==> config.mk <==
export PLATFORM = sky130hd
export DESIGN_NAME = immediate_encoder
export DESIGN_NICKNAME = d
export VERILOG_FILES = /design/src/rtl/immediate_encoder.sv
export SDC_FILE = /design/constraint.sdc
export NUM_CORES = 1
export LEC_CHECK = 0
export CAP_MARGIN = 10
export CORE_AREA = 5 5 129 82
export CTS_CLUSTER_SIZE = 8
export DETAILED_ROUTE_END_ITERATION = 7
export DIE_AREA = 0 0 134 87
export PLACE_DENSITY_LB_ADDON = 0.1
export SETUP_SLACK_MARGIN = 0.02
export SLEW_MARGIN = 20
export SYNTH_ARGS = -nofsm -noshare
export SYNTH_HDL_FRONTEND = slang
export SYNTH_SLANG_ARGS = --single-unit
==> constraint.sdc <==
create_clock -name clk_in -period 2.5 [get_ports clk_in]
set_input_delay 0.5 -clock clk_in [delete_from_list [all_inputs] [get_ports clk_in]]
set_output_delay 0.5 -clock clk_in [all_outputs]
set_load 0.02 [all_outputs]
==> src/rtl/immediate_encoder.sv <==
// immediate_encoder: packs a signed immediate into the imm fields of a 32-bit
// RV64 instruction template (I/S/B/U/J). It checks range and alignment, and can
// expand an out-of-range I-type immediate into a LUI + I-type pair.
// Ports:
//   clk_in, rst_n_in                 clock, async active-low reset
//   req_valid_in / req_ready_out     request handshake (ready decoded from state)
//   imm_signal_in [2:0]              format select (IMM_*_TYPE below)
//   imm_value_in [XLEN-1:0]          signed immediate
//   instr_in [31:0]                  instruction template
//   expand_in                        permit LUI+I expansion for this request
//   instr_valid_out / instr_ready_in output beat handshake
//   instr_out [31:0], err_out        registered beat payload
module immediate_encoder #(
  parameter int unsigned XLEN      = 64,
  parameter bit          EXPAND_EN = 1'b1
) (
  input  logic            clk_in,
  input  logic            rst_n_in,
  input  logic            req_valid_in,
  output logic            req_ready_out,
  input  logic [2:0]      imm_signal_in,
  input  logic [XLEN-1:0] imm_value_in,
  input  logic [31:0]     instr_in,
  input  logic            expand_in,
  output logic            instr_valid_out,
  input  logic            instr_ready_in,
  output logic [31:0]     instr_out,
  output logic            err_out
);

  localparam logic [2:0] IMM_I_TYPE = 3'd0;
  localparam logic [2:0] IMM_S_TYPE = 3'd1;
  localparam logic [2:0] IMM_U_TYPE = 3'd2;
  localparam logic [2:0] IMM_J_TYPE = 3'd3;
  localparam logic [2:0] IMM_B_TYPE = 3'd4;

  localparam logic [6:0] OPC_LUI = 7'b0110111;

  typedef enum logic [1:0] {
    S_IDLE = 2'd0,
    S_ONE  = 2'd1,
    S_HI   = 2'd2,
    S_LO   = 2'd3
  } state_t;

  // True when v[XLEN-1:k] are all equal, i.e. v fits in a (k+1)-bit signed field.
  function automatic logic fits_signed(input logic [XLEN-1:0] v, input int unsigned k);
    logic [XLEN-1:0] s;
    s = XLEN'($signed(v) >>> k);
    return (s == '0) || (s == '1);
  endfunction

  state_t      r_state, w_state_nxt;
  logic        r_valid, w_valid_nxt;
  logic [31:0] r_instr, w_instr_nxt;
  logic        r_err, w_err_nxt;
  logic [31:0] r_second, w_second_nxt;

  logic        w_legal;
  logic        w_exp_ok;
  logic [31:0] w_enc;
  logic [31:0] w_zero;
  logic [19:0] w_hi;
  logic [31:0] w_lui;
  logic [31:0] w_lo_instr;
  logic [31:0] w_first;
  logic        w_first_err;
  logic        w_accept;
  logic        w_take;

  // Format encoder: legal encoding and the imm-zeroed error form of the template.
  always_comb begin
    w_legal = 1'b0;
    w_enc   = instr_in;
    w_zero  = instr_in;
    case (imm_signal_in)
      IMM_I_TYPE: begin
        w_legal = fits_signed(imm_value_in, 11);
        w_enc   = {imm_value_in[11:0], instr_in[19:0]};
        w_zero  = {12'b0, instr_in[19:0]};
      end
      IMM_S_TYPE: begin
        w_legal = fits_signed(imm_value_in, 11);
        w_enc   = {imm_value_in[11:5], instr_in[24:12], imm_value_in[4:0], instr_in[6:0]};
        w_zero  = {7'b0, instr_in[24:12], 5'b0, instr_in[6:0]};
      end
      IMM_U_TYPE: begin
        w_legal = fits_signed(imm_value_in, 31) && (imm_value_in[11:0] == 12'b0);
        w_enc   = {imm_value_in[31:12], instr_in[11:0]};
        w_zero  = {20'b0, instr_in[11:0]};
      end
      IMM_B_TYPE: begin
        w_legal = fits_signed(imm_value_in, 12) && !imm_value_in[0];
        w_enc   = {imm_value_in[12], imm_value_in[10:5], instr_in[24:12],
                   imm_value_in[4:1], imm_value_in[11], instr_in[6:0]};
        w_zero  = {7'b0, instr_in[24:12], 5'b0, instr_in[6:0]};
      end
      IMM_J_TYPE: begin
        w_legal = fits_signed(imm_value_in, 20) && !imm_value_in[0];
        w_enc   = {imm_value_in[20], imm_value_in[10:1], imm_value_in[11],
                   imm_value_in[19:12], instr_in[11:0]};
        w_zero  = {20'b0, instr_in[11:0]};
      end
      default: begin
        w_legal = 1'b0;
      end
    endcase
  end

  // Expansion: v in [-2^31, 2^31-2049]; the top 2048 values would overflow hi+v[11].
  always_comb begin
    w_exp_ok = EXPAND_EN && expand_in && (imm_signal_in == IMM_I_TYPE) && !w_legal &&
               fits_signed(imm_value_in, 31) &&
               !(!imm_value_in[31] && (&imm_value_in[30:11]));
    // Compensate for the sign-extended low 12 bits added by the I-type beat.
    w_hi       = imm_value_in[31:12] + 20'(imm_value_in[11]);
    w_lui      = {w_hi, instr_in[11:7], OPC_LUI};
    w_lo_instr = {imm_value_in[11:0], instr_in[11:7], instr_in[14:0]};
    w_first    = w_exp_ok ? w_lui : (w_legal ? w_enc : w_zero);
    w_first_err = !w_legal && !w_exp_ok;
  end

  assign req_ready_out = (r_state == S_IDLE) ||
                         (((r_state == S_ONE) || (r_state == S_LO)) && instr_ready_in);

  // Next-state and output-register logic.
  always_comb begin
    w_state_nxt  = r_state;
    w_instr_nxt  = r_instr;
    w_err_nxt    = r_err;
    w_second_nxt = r_second;
    w_accept     = req_valid_in && req_ready_out;
    w_take       = r_valid && instr_ready_in;
    case (r_state)
      S_IDLE, S_ONE, S_LO: begin
        if (w_accept) begin
          w_state_nxt  = w_exp_ok ? S_HI : S_ONE;
          w_instr_nxt  = w_first;
          w_err_nxt    = w_first_err;
          w_second_nxt = w_lo_instr;
        end else if ((r_state != S_IDLE) && w_take) begin
          w_state_nxt = S_IDLE;
        end
      end
      S_HI: begin
        if (w_take) begin
          w_state_nxt = S_LO;
          w_instr_nxt = r_second;
          w_err_nxt   = 1'b0;
        end
      end
      default: begin
        w_state_nxt = S_IDLE;
      end
    endcase
    w_valid_nxt = (w_state_nxt != S_IDLE);
  end

  // State and output registers.
  always_ff @(posedge clk_in or negedge rst_n_in) begin
    if (!rst_n_in) begin
      r_state  <= S_IDLE;
      r_valid  <= 1'b0;
      r_instr  <= 32'b0;
      r_err    <= 1'b0;
      r_second <= 32'b0;
    end else begin
      r_state  <= w_state_nxt;
      r_valid  <= w_valid_nxt;
      r_instr  <= w_instr_nxt;
      r_err    <= w_err_nxt;
      r_second <= w_second_nxt;
    end
  end

  assign instr_valid_out = r_valid;
  assign instr_out       = r_instr;
  assign err_out         = r_err;

endmodule
==> flow_metrics.py <==
metrics = {
    "drt": {
        "antenna_left": 0,
        "post-route-drc-count": 0,
        "via_per_inst": 5.87,
        "first_iter_violations": 443,
        "dr.pass1.iters": 5,
        "wire_per_inst_um": 19.6,
        "route.vias.total": 5276,
        "routed_wl_um": 17600,
    },
    "status": {
        "status": "finished, final reports clean",
    },
    "floorplanning": {
        "placementRows": 28,
        "io_pins": 139,
        "dieWidth_um": 134,
        "dieArea_um2": 11700,
        "chipHeight_um": 87,
        "core_um2": 9420,
        "initial_core_util": 0.438,
    },
    "cells_and_area": {
        "nets": 881,
        "diodes": 0,
        "layout-drive-gt1-share": 0.268,
        "register_area_um2": 1580,
        "multi_input_area_um2": 2650,
        "syn_to_final_growth_pct": 68.7,
        "n_fill_cell": 776,
    },
    "worst_setup_path": {
        "crit_chain": "clkdlybuf4s50_1 > nor3b_2 > and4_1 > and4_1 > o22a_1 > a221o_1 > and2_4 > nor2b_1 > buf_4 > a21o_1",
        "crit_path_start_kind": "input pin",
        "cp_slowest_stage_delay_ps": 560,
        "cp_data_arrival_time_ps": 2670,
        "crit_path_top_delay_cell": "clkdlybuf4s50_1",
        "critical_path_class": "in -> reg",
        "crit_path_end_kind": "register",
        "cp.required_ps": 2730,
        "worst_path_most_repeated_cell": "and4_1",
        "crit_buf_inv": 2,
        "crit_family": "compound AO/OA/AOI/OAI gates",
        "crit_fanout": 4,
    },
    "sta": {
        "period_minus_slack_ps": 2440,
        "tightest_slew_ps": 944,
        "clock_skew_ps": 6.68,
        "setup_violations": 0,
        "relSlewSlack": 0.368,
        "max_freq_mhz": 410,
        "fin_tns_setup_ps": 0,
        "worst_slack_ps": 59.7,
        "rsz0062_at_grt": "true",
        "drv_slew": 0,
        "post-route-period-util": 0.976,
        "hold_viol": 0,
    },
    "power_and_ir_drop": {
        "power.density_nw_per_um2": 486,
        "max-vdd-ir-drop_mv": 0.441,
        "leakage_nw": 3.24,
    },
    "logic_synthesis": {
        "yosys_warnings": 0,
        "ys_seq_elements": 63,
        "async_reset_ff_frac": 1.00,
        "netlist_instances": 532,
        "synthFlopType": "dfrtp_1",
        "netlist.area_leader.share": 0.382,
        "yosysUniqueCellTypes": 49,
        "yosys-top-cells-area": "dfrtp_1 38%, nand2_1 11%, o21ai_0 5.8%, a21oi_1 3.8%, nor2_1 3.3%",
        "synth_area_um2": 4130,
        "synth.net_count": 639,
        "synth-edff-count": 0,
        "yosysTopAreaCell": "dfrtp_1",
        "post_synth.cell_area_avg_um2": 7.75,
        "ys_seq_area_frac": 0.382,
    },
    "cts": {
        "cts_root_buffer": "clkbuf_16",
        "h-tree-depth": 3,
        "cts.sink_count": 63,
        "clk_latency_ps": 340,
        "cts_buffers": 9,
        "clkTransAtPathRegs_ps": 60,
        "clock_path_buffers": 2,
        "tritoncts": "yes",
    },
    "placement": {
        "io_buffers": 138,
        "post-dp-hpwl_um": 13200,
        "place_ws_ps": -693,
        "gp_congestion": 0.971,
    },
    "global_route": {
        "grt_max_degree": 64,
        "grt_pass1_wl_um": 27800,
        "grt_use_total": 0.307,
        "met3_usage": 0.0831,
        "grtUsageMet2": 0.484,
        "antenna_found_initial": 0,
        "top_usage_layer": "met2",
        "met1_usage": 0.416,
        "grt_overflow_total": 0,
        "first_global_vias": 5298,
    },
    "min_path": {
        "hp-class": "in -> async",
    },
    "job": {
        "drv_cap": 0,
    },
}
[worst reg2reg max path: stages, from the launching register on]
cell and delay [ps]:
dfrtp_1 410, nor2b_1 200, a21oi_1 100, and2_1 210
nor2_1 720, a22oi_1 170, o31ai_1 110, o21bai_1 130
a21o_1 100
[flip-flops by register name, indices dropped and copies added (netlist names)]
| name | flops |
|---|---|
| instr_out | 32 |
| r_second | 27 |
| r_state | 2 |
| err_out | 1 |
| instr_valid_out | 1 |
[power breakdown]
| group | switching [mW] | internal, mW |
|---|---|---|
| registers | 0.0840 | 1.15 |
| clock network | 0.502 | 0.672 |
| logic | 0.500 | 0.474 |
| total | 1.09 | 2.30 |
[area by class of cell]
type,instances,share of cell area
Clock inverter,7,0.00701
Timing Repair Buffer,260,0.328
Tap cell,120,0.0216
Clock buffer,9,0.0324
Sequential cell,63,0.227
Inverter,6,0.00324
Multi-Input combinational cell,434,0.381
[metrics by stage]
| step | power, mW | area, um2 | hold slack, ps | utilization | instances |
|---|---|---|---|---|---|
| final | 3.38 | 6960 | 152 | 0.738 | 899 |
| after global routing | 3.53 | 6960 | 191 | 0.738 | 899 |
| after floorplan | 1.61 | 4130 | 204 | - | 532 |
| after CTS | 3.37 | 6850 | 181 | 0.726 | 895 |
| after global placement | 2.19 | 6400 | 452 | 0.679 | 871 |
| after detailed placement | 2.21 | 6400 | 458 | 0.679 | 871 |
[layer usage]
metal,up-vias,wire length (um)
met5,-,0
met3,48,1740
li1,2398,-
met1,2525,7610
met4,0,407
met2,305,7880
[Yosys cell counts, drive strengths merged, types with 3 or more instances]
library cell	number
and4	4
nand2	126
o21ai	51
a211oi	6
nor2	37
nor2b	7
nor3	21
a31oi	7
xnor2	9
nand3	19
a221o	5
a22oi	10
and2	5
ha	3
and3	14
a22o	6
buf	5
a221oi	4
dfrtp	63
nor4	16
nand4	14
a32oi	3
clkbuf	24
a21o	4
inv	6
xor2	8
mux2i	6
a21oi	31
[worst paths after layout]
| kind | start | to | slack (ps) | depth (start not counted) |
|---|---|---|---|---|
| max in group asynchronous | rst_n_in | r_second[31] | 2030 | 2 |
| min in group clk_in | r_second[6] | r_second[6] | 460 | 2 |
| hold reg to reg | r_second[6] | r_second[6] | 460 | 2 |
| setup / recovery | imm_value_in[0] | instr_out[15] | 60 | 10 |
| setup reg to reg | r_state[0] | instr_out[14] | 280 | 8 |
| hold / removal | rst_n_in | r_second[23] | 150 | 2 |
[cells by family (layout without fill, tap and decap cells)]
logic type | after synthesis | count (layout) | synth area share
adders and majority gates | 3 | 3 | 0.00910
xor gates and xnor gates | 17 | 17 | 0.0361
muxes | 7 | 7 | 0.0173
DFF | 63 | 63 | 0.382
and+or+nand+nor | 271 | 271 | 0.308
AOI/OAI and AO/OA | 136 | 136 | 0.215
buffers and inverters | 35 | 282 | 0.0331
[placed cells by master, fill, tap and decap left out, types with 16 or more instances in the layout]
cell | synthesis | layout
clkdlybuf4s50_1 | 0 | 76
nand3_1 | 19 | 17
dfrtp_1 | 63 | 63
a21oi_1 | 31 | 28
clkbuf_2 | 0 | 16
nor2_1 | 36 | 35
buf_4 | 0 | 111
dlygate4sd2_1 | 0 | 31
nand2_1 | 126 | 122
o21ai_0 | 48 | 36
[what timing repair did]
action	in CTS	in global routing
setup buffers	7	4
cloned	1	0
resized for setup	96	75
pin swaps	37	28
endpoints found under the setup margin	35	30
hold buffers	0	0
No activity file was read; power rests on OpenSTA's default activity.
